### src/rtl/uart_pkg.sv
// -----------------------------------------------------------------------------
// uart_pkg
// Shared UART constants and types for the feather-board serial path.
//   DEF_CLK_FREQ     : nominal system clock in Hz
//   DEF_BAUD         : nominal line rate in bit/s
//   clks_per_bit()   : clk cycles per serial bit (integer division)
//   DEF_CLKS_PER_BIT : clks_per_bit() at the default clock/baud
//   rx_state_t       : receiver FSM states
// -----------------------------------------------------------------------------
package uart_pkg;

  localparam int DEF_CLK_FREQ = 12_000_000;
  localparam int DEF_BAUD     = 115_200;

  function automatic int clks_per_bit(input int clk_freq, input int baud);
    return clk_freq / baud;
  endfunction

  localparam int DEF_CLKS_PER_BIT = clks_per_bit(DEF_CLK_FREQ, DEF_BAUD);

  typedef enum logic [2:0] {
    IDLE,
    START,
    DATA,
    STOP,
    BREAK
  } rx_state_t;

endpackage

### src/rtl/uart_sync2.sv
// -----------------------------------------------------------------------------
// uart_sync2
// Two-flop synchroniser for an asynchronous single-bit input.
//   clk     : destination clock
//   nRST    : asynchronous active-low reset
//   d       : asynchronous input
//   q       : synchronised output
// RST_VAL sets the value both flops take in reset (idle-high lines use 1).
// -----------------------------------------------------------------------------
module uart_sync2 #(
  parameter logic RST_VAL = 1'b1
) (
  input  logic clk,
  input  logic nRST,
  input  logic d,
  output logic q
);

  logic meta;

  always_ff @(posedge clk or negedge nRST) begin
    if (!nRST) begin
      meta <= RST_VAL;
      q    <= RST_VAL;
    end else begin
      meta <= d;
      q    <= meta;
    end
  end

endmodule

### src/rtl/uart_rx.sv
// -----------------------------------------------------------------------------
// uart_rx
// 8N1 UART receiver. The line is sampled once per bit at the bit midpoint,
// shifted in LSB-first and presented on a one-entry valid/ready register.
//   clk       : system clock
//   nRST      : asynchronous active-low reset
//   rx        : serial input, asynchronous, idle high
//   rx_data   : received byte, stable while rx_valid=1
//   rx_valid  : byte available, held until accepted
//   rx_ready  : consumer accepts on a clk edge with rx_valid & rx_ready
//   frame_err : one-cycle pulse, stop bit sampled low
//   overrun   : one-cycle pulse, byte completed while previous unaccepted
//   busy      : high whenever the FSM is not idle
// CLKS_PER_BIT must be at least 4.
// -----------------------------------------------------------------------------
module uart_rx
  import uart_pkg::*;
#(
  parameter int CLK_FREQ     = DEF_CLK_FREQ,
  parameter int BAUD         = DEF_BAUD,
  parameter int CLKS_PER_BIT = clks_per_bit(CLK_FREQ, BAUD)
) (
  input  logic       clk,
  input  logic       nRST,
  input  logic       rx,
  output logic [7:0] rx_data,
  output logic       rx_valid,
  input  logic       rx_ready,
  output logic       frame_err,
  output logic       overrun,
  output logic       busy
);

  localparam int HALF = CLKS_PER_BIT / 2;
  localparam int CW   = $clog2(CLKS_PER_BIT);

  localparam logic [CW-1:0] CNT_HALF = CW'(HALF - 1);
  localparam logic [CW-1:0] CNT_FULL = CW'(CLKS_PER_BIT - 1);

  logic            rx_s;
  rx_state_t       state, state_next;
  logic [CW-1:0]   cnt, cnt_next;
  logic [2:0]      bit_idx, bit_idx_next;
  logic [7:0]      shift, shift_next;
  logic [7:0]      rx_data_next;
  logic            rx_valid_next;
  logic            frame_err_next;
  logic            overrun_next;

  uart_sync2 #(.RST_VAL(1'b1)) u_sync (
    .clk  (clk),
    .nRST (nRST),
    .d    (rx),
    .q    (rx_s)
  );

  always_ff @(posedge clk or negedge nRST) begin
    if (!nRST) begin
      state     <= IDLE;
      cnt       <= '0;
      bit_idx   <= '0;
      shift     <= '0;
      rx_data   <= '0;
      rx_valid  <= 1'b0;
      frame_err <= 1'b0;
      overrun   <= 1'b0;
    end else begin
      state     <= state_next;
      cnt       <= cnt_next;
      bit_idx   <= bit_idx_next;
      shift     <= shift_next;
      rx_data   <= rx_data_next;
      rx_valid  <= rx_valid_next;
      frame_err <= frame_err_next;
      overrun   <= overrun_next;
    end
  end

  always_comb begin
    state_next     = state;
    cnt_next       = cnt + 1'b1;
    bit_idx_next   = bit_idx;
    shift_next     = shift;
    rx_data_next   = rx_data;
    // A pending byte is consumed on handshake; a new load below overrides this.
    rx_valid_next  = rx_valid & ~rx_ready;
    frame_err_next = 1'b0;
    overrun_next   = 1'b0;

    case (state)
      IDLE: begin
        cnt_next = '0;
        if (!rx_s) state_next = START;
      end

      START: begin
        if (cnt == CNT_HALF) begin
          cnt_next = '0;
          if (!rx_s) begin
            state_next   = DATA;
            bit_idx_next = '0;
          end else begin
            // Start bit gone by mid-bit: treat as a glitch.
            state_next = IDLE;
          end
        end
      end

      DATA: begin
        if (cnt == CNT_FULL) begin
          cnt_next     = '0;
          shift_next   = {rx_s, shift[7:1]};
          bit_idx_next = bit_idx + 3'd1;
          if (bit_idx == 3'd7) state_next = STOP;
        end
      end

      STOP: begin
        if (cnt == CNT_FULL) begin
          cnt_next = '0;
          if (rx_s) begin
            if (!rx_valid || rx_ready) begin
              rx_data_next  = shift;
              rx_valid_next = 1'b1;
            end else begin
              overrun_next = 1'b1;
            end
            // Leaving at mid-stop-bit lets a back-to-back start bit be caught.
            state_next = IDLE;
          end else begin
            frame_err_next = 1'b1;
            state_next     = BREAK;
          end
        end
      end

      BREAK: begin
        // Park here until the line returns high so a held-low line
        // produces only a single frame error.
        cnt_next = '0;
        if (rx_s) state_next = IDLE;
      end

      default: begin
        cnt_next   = '0;
        state_next = IDLE;
      end
    endcase
  end

  assign busy = (state != IDLE);

endmodule

### config.mk
export PLATFORM = sky130hd
export DESIGN_NAME = uart_rx
export DESIGN_NICKNAME = d
export VERILOG_FILES = /design/src/rtl/uart_pkg.sv /design/src/rtl/uart_sync2.sv /design/src/rtl/uart_rx.sv
export SDC_FILE = /design/constraint.sdc
export NUM_CORES = 1
export LEC_CHECK = 0
export ABC_AREA = 1
export ABC_CLOCK_PERIOD_IN_PS = 1900
export CAP_MARGIN = 5
export CORE_MARGIN = 2
export CORE_UTILIZATION = 60
export DETAILED_ROUTE_END_ITERATION = 12
export DONT_BUFFER_PORTS = 1
export PLACE_DENSITY = 0.74
export SYNTH_ARGS = -nofsm -noshare
export SYNTH_HDL_FRONTEND = slang
export SYNTH_HIERARCHICAL = 1
export SYNTH_SLANG_ARGS = --single-unit
### constraint.sdc
create_clock -name clk -period 1.9 [get_ports clk]
set_clock_uncertainty 0.1 [all_clocks]
set_input_delay 0.38 -clock clk [delete_from_list [all_inputs] [get_ports clk]]
set_output_delay 0.38 -clock clk [all_outputs]
set_load 0.01 [all_outputs]
Yosys cells after proc, flatten, opt, wreduce, memory -nomap -nowiden

Cells that the tools add are included.

Logic and storage cells: 65
Register bits after elaboration: 34
Bits of input ports: 4
Output and inout bits: 12

Bitwise gates (word level): 2
Muxes and demuxes: 27
$add $sub $neg: 2
Eq/ne operators: 14
Reduce and logical (&&, ||, !) cells: 10

Operator list:

| kind                  | number |
|---|---|
| $mux W3               | 10 |
| $pmux W3 S5           | 1 |
| $mux W7               | 2 |
| $pmux W7 S2           | 1 |
| $ne A2 B2 Y1 const B  | 6 |
| $mux W1               | 11 |
| $reduce_and A4 Y1     | 2 |
| $add A7 B1 Y7 const B | 1 |
| $eq A7 B6 Y1 const B  | 1 |
| $eq A7 B7 Y1 const B  | 1 |
| $eq A3 B2 Y1 const B  | 2 |
| $eq A3 B3 Y1 const B  | 2 |
| $pmux W3 S2           | 1 |
| $reduce_and A6 Y1     | 1 |
| $add A3 B1 Y3 const B | 1 |
| $eq A3 B1 Y1 const B  | 1 |
| $logic_not A3 Y1      | 1 |
| $reduce_bool A3 Y1    | 1 |
| $mux W2               | 1 |
| $ne A2 B1 Y1 const B  | 1 |
| $reduce_and A2 Y1     | 1 |
| $reduce_bool A2 Y1    | 1 |
| $reduce_or A2 Y1      | 1 |
| $and A1 B1 Y1         | 1 |
| other kinds (3)       | 3 |

Logic depth before layout (Yosys ltp)

Word-level depth: 6
Mapped depth: 10
Mapped depth without buffers: 10

By module

The synthesis kept the hierarchy.

By module, submodules not included:

| module     | cells an instance | area an instance (sq um) | sequential area each (sq um) | instances |
|---|---|---|---|---|
| uart_rx    | 175               | 1475.2                   | 800.8                        | 1 |
| uart_sync2 | 2                 | 52.6                     | 52.6                         | 1 |

Least setup slack after synthesis

OpenSTA, ideal clock, no wires.

Path type: register to register
Start point: register cnt[0]
End point: register rx_data[0]
Slack: 0.317 ns
Data arrival time: 1.366 ns
Stages on the path, launching flop included: 9
Required time: 1.683 ns
Buffers on the path: 0
Cell sequence: dfrtp_1 ha_1 nand2_2 nor2_4 nand2_4 nor3_4 nand2_4 nand2_1 nand2_1

Word-level cells in the longest chain between the ends: 2

Ends and longest elaborated chain:

| element                            | line           | RTL |
|---|---|---|
| start: declaration                 | uart_rx.sv:42  | `logic [CW-1:0] cnt, cnt_next;` |
| start signal: assignment           | uart_rx.sv:69  | `cnt <= cnt_next;` |
| $eq A7 B7 Y1                       | uart_rx.sv:119 | `if (cnt == CNT_FULL) begin` |
| $reduce_and A4 Y1 (no source line) | n/a            |  |
| end signal: assignment             | uart_rx.sv:72  | `rx_data <= rx_data_next;` |
| end: declaration                   | uart_rx.sv:26  | `output logic [7:0] rx_data,` |

No other way between the ends.
A chain may end at the register's enable or synchronous reset.

Worst setup path after layout

Start point: register cnt[0]
End point: register rx_data[1]

Same word-level chain as after synthesis.

==> results.toml <==
[sta]
setup_total_negative_slack_ns = 0
period_needed_ns = 1.698
report.final.setup_viol = 0
min_period_over_period = 0.8936
worst-slew-pin-transition_ns = 0.3755
maxClockFrequency_mhz = 589.0
finalHoldViolCount = 0
maxSlewHeadroom = 0.7490
fin_hold_ws_ns = 0.2601
rsz0062_at_grt = "false"
final_max_slew_viols = 0

[global_route]
grt.busiest_layer = "met2"
met1_track_demand_over_resource_in_global_routing = 0.2589
first_pass_grt_wire_length_mm = 4.367
antenna_found_initial = 0
first_global_vias = 1056
gr-usage-met3 = 0.09016
grt_max_degree = 35
use_met2 = 0.3454
grt-ovfl-total = 0
grt_util_all_layers = 0.2155

[detailed_routing]
routed_via_density = 5.083
drt_iter0_drc = 21
dr_total_vias = 1108
remaining_drc_errors = 0
antenna_violating_nets_post_route = 0
drt_first_pass_iters = 4
totalWireLength_mm = 2.630
avgRoutedWirePerCell_microns = 12.06

[floorplanning]
die_boundary_width_microns = 54.46
pin_count = 16
initial_core_util = 0.6223
dieHeight_microns = 54.46
core_area_sq_um = 2455
total_die_area_sq_um = 2966
core.rowCount = 18

[critical_path]
worstSetupEndpointType = "flop"
timing.critical_path.from_type = "flop"
crit_path_top_delay_cell = "sky130_fd_sc_hd__dfrtp_1"
critical-path-max-stage-delay_ns = 0.38
critical_path_arrival_ns = 1.83
critical_path_class = "flop to flop"
critPathBufInv = 1
path_max_fanout = 10
cp.required_ns = 2.03
worstPathCellList = "ha_1 > nand2_2 > nor2_4 > nand2_4 > nor3_4 > buf_12 > nand2_4 > nand2_1 > nand2_1"
critical-path-top-delay-family = "simple AND/OR/NAND/NOR gates"

[clocking]
cts.root.buffer_cell = "sky130_fd_sc_hd__clkbuf_4"
max-clock-path-buffers = 2
tritoncts = "yes"
cts-buffers-inserted = 5
clkLatencyLatePin_ns = 0.33
clock_sink_count = 34
clkTransAtPathRegs_ns = 0.10
h-tree-depth = 2

[worst_hold_path]
hold_path.class = "flop to flop"

[power_and_ir_drop]
power.density_nw_per_um2 = 664.4
static-leakage-power_nw = 0.9330
power.ir.vdd_worst_v = 0.0005948

[yosys]
syn-cell-area_sq_um = 1528
yosys_warning_total = 6
synth_cell_types = 22
syn-instance-count = 177
syn_avg_cell_area_sq_um = 8.631
number_of_synthesized_register_bits = 34
synthesis.nets = 184
synth_sequential_area_ratio = 0.5586

[cells_and_area]
drive_gt1_frac = 0.1277
layout.nets = 195
final.fill_count = 203
diodes = 0
area.growth.synth_to_final_pct = 9.746

[placement]
port-buffer-count = 0
gp_congestion = 0.7525
place_hpwl_mm = 1.887

[job]
number_of_maximum_capacitance_violations = 0

[status]
status = "finished, final reports clean"
[final cells by class]
type / instances / area [sq um] / share of cell area
Clock inverter: 2 / 10.01 / 0.005970
Multi-Input combinational cell: 122 / 593.1 / 0.3537
Timing Repair Buffer: 5 / 67.56 / 0.04030
Clock buffer: 5 / 37.54 / 0.02239
Inverter: 20 / 77.57 / 0.04627
Tap cell: 30 / 37.54 / 0.02239
Sequential cell: 34 / 853.3 / 0.5090
[metal layers]
| layer | part of all wire | wire, microns | vias up |
|---|---|---|---|
| li1 | - | - | 564 |
| met1 | 0.45 | 1183 | 515 |
| met2 | 0.48 | 1258 | 22 |
| met3 | 0.054 | 141 | 7 |
| met4 | 0.017 | 46 | 0 |
| met5 | 0 | 0 | - |
[kinds of logic (layout without fill, tap and decap cells)]
logic type,count (synthesis),in the layout,synth area share
AND/OR/NAND/NOR,107,107,0.3096
flip-flops,34,34,0.5586
buffers and inverters,21,32,0.05324
AO/OA/AOI/OAI,7,7,0.02539
XOR/XNOR,5,5,0.02867
adder cells (fa/ha/maj),3,3,0.02457
[power by group]
group          switching, W  internal [W]  total [W]
sequential      0.000000786      0.000727   0.000728
combinational     0.0000182    0.00000800  0.0000262
clock              0.000227      0.000133   0.000360
total              0.000246      0.000868    0.00111
[worst reg2reg max path, cell delays in order, from the launching register on]
cell and delay (ns):
sky130_fd_sc_hd__dfrtp_1 0.38, sky130_fd_sc_hd__ha_1 0.23, sky130_fd_sc_hd__nand2_2 0.09, sky130_fd_sc_hd__nor2_4 0.14
sky130_fd_sc_hd__nand2_4 0.09, sky130_fd_sc_hd__nor3_4 0.22, sky130_fd_sc_hd__buf_12 0.15, sky130_fd_sc_hd__nand2_4 0.07
sky130_fd_sc_hd__nand2_1 0.08, sky130_fd_sc_hd__nand2_1 0.05
[registers in the layout (all words and copies together), names as in the netlist]
register     flops
rx_data          8
shift            8
cnt              7
bit_idx          3
state            3
frame_err        1
overrun          1
rx_valid         1
u_sync/meta      1
u_sync/q         1
[per-stage QoR]
step / worst slack [ns] / total power, W / area (sq um) / utilization / std cells
6_report: 0.2022 / 0.001114 / 1677 / 0.6830 / 218
5_1_grt: 0.03307 / 0.001171 / 1677 / 0.6830 / 218
4_1_cts: 0.1591 / 0.001130 / 1657 / 0.6748 / 217
3_5_place_dp: 0.1692 / 0.0007468 / 1569 / 0.6391 / 207
3_3_place_gp: 0.2264 / 0.0007467 / 1569 / 0.6391 / 207
2_1_floorplan: 0.3174 / 0.0007457 / 1528 / - / 177
[cell usage in the layout (no fill, tap or decap), types with 2 or more instances in the layout]
cell type / instances
sky130_fd_sc_hd__clkbuf_4: 5
sky130_fd_sc_hd__ha_1: 3
sky130_fd_sc_hd__nor3_1: 2
sky130_fd_sc_hd__nor2_1: 16
sky130_fd_sc_hd__buf_12: 2
sky130_fd_sc_hd__inv_1: 17
sky130_fd_sc_hd__nand3_1: 13
sky130_fd_sc_hd__xor2_1: 3
sky130_fd_sc_hd__o21ai_0: 4
sky130_fd_sc_hd__xnor2_1: 2
sky130_fd_sc_hd__nor2_4: 2
sky130_fd_sc_hd__inv_2: 2
sky130_fd_sc_hd__dfstp_2: 2
sky130_fd_sc_hd__clkinv_2: 2
sky130_fd_sc_hd__dfrtp_1: 32
sky130_fd_sc_hd__nand2_1: 67
sky130_fd_sc_hd__nand2_2: 2
sky130_fd_sc_hd__dlygate4sd3_1: 2
sky130_fd_sc_hd__nand2_4: 2
sky130_fd_sc_hd__a21oi_1: 2
[what timing repair did]
action,CTS,global route
hold endpoints to repair,35,0
setup endpoints to repair,0,7
buffers inserted,0,1
resized for setup,0,0
hold buffers,3,0
[path summary, 6_finish.rpt]
path	startpoint	end	slack, ns	depth (start not counted)
setup / recovery	cnt[0]	rx_data[1]	0.20	9
hold / removal	u_sync/meta	u_sync/q	0.26	0
setup reg to reg	cnt[0]	rx_data[1]	0.20	9
hold reg to reg	u_sync/meta	u_sync/q	0.26	0
max in group asynchronous	nRST	u_sync/q	1.05	2
min in group asynchronous	nRST	rx_data[0]	0.40	2
[synth_stat cells, drive strengths merged]
library cell	count	area, sq um
clkbuf	1	3.750
nor2	19	88.84
xnor2	2	17.52
nand3	13	65.06
dfstp	2	52.55
dfrtp	32	800.8
or2	1	6.260
a31o	1	8.760
ha	3	37.54
xor2	3	26.28
nand2	71	286.5
inv	20	77.58
o21ai	4	20.02
nor3	3	26.28
a21oi	2	10.01
Note: power is estimated with default switching activity, not from simulation.
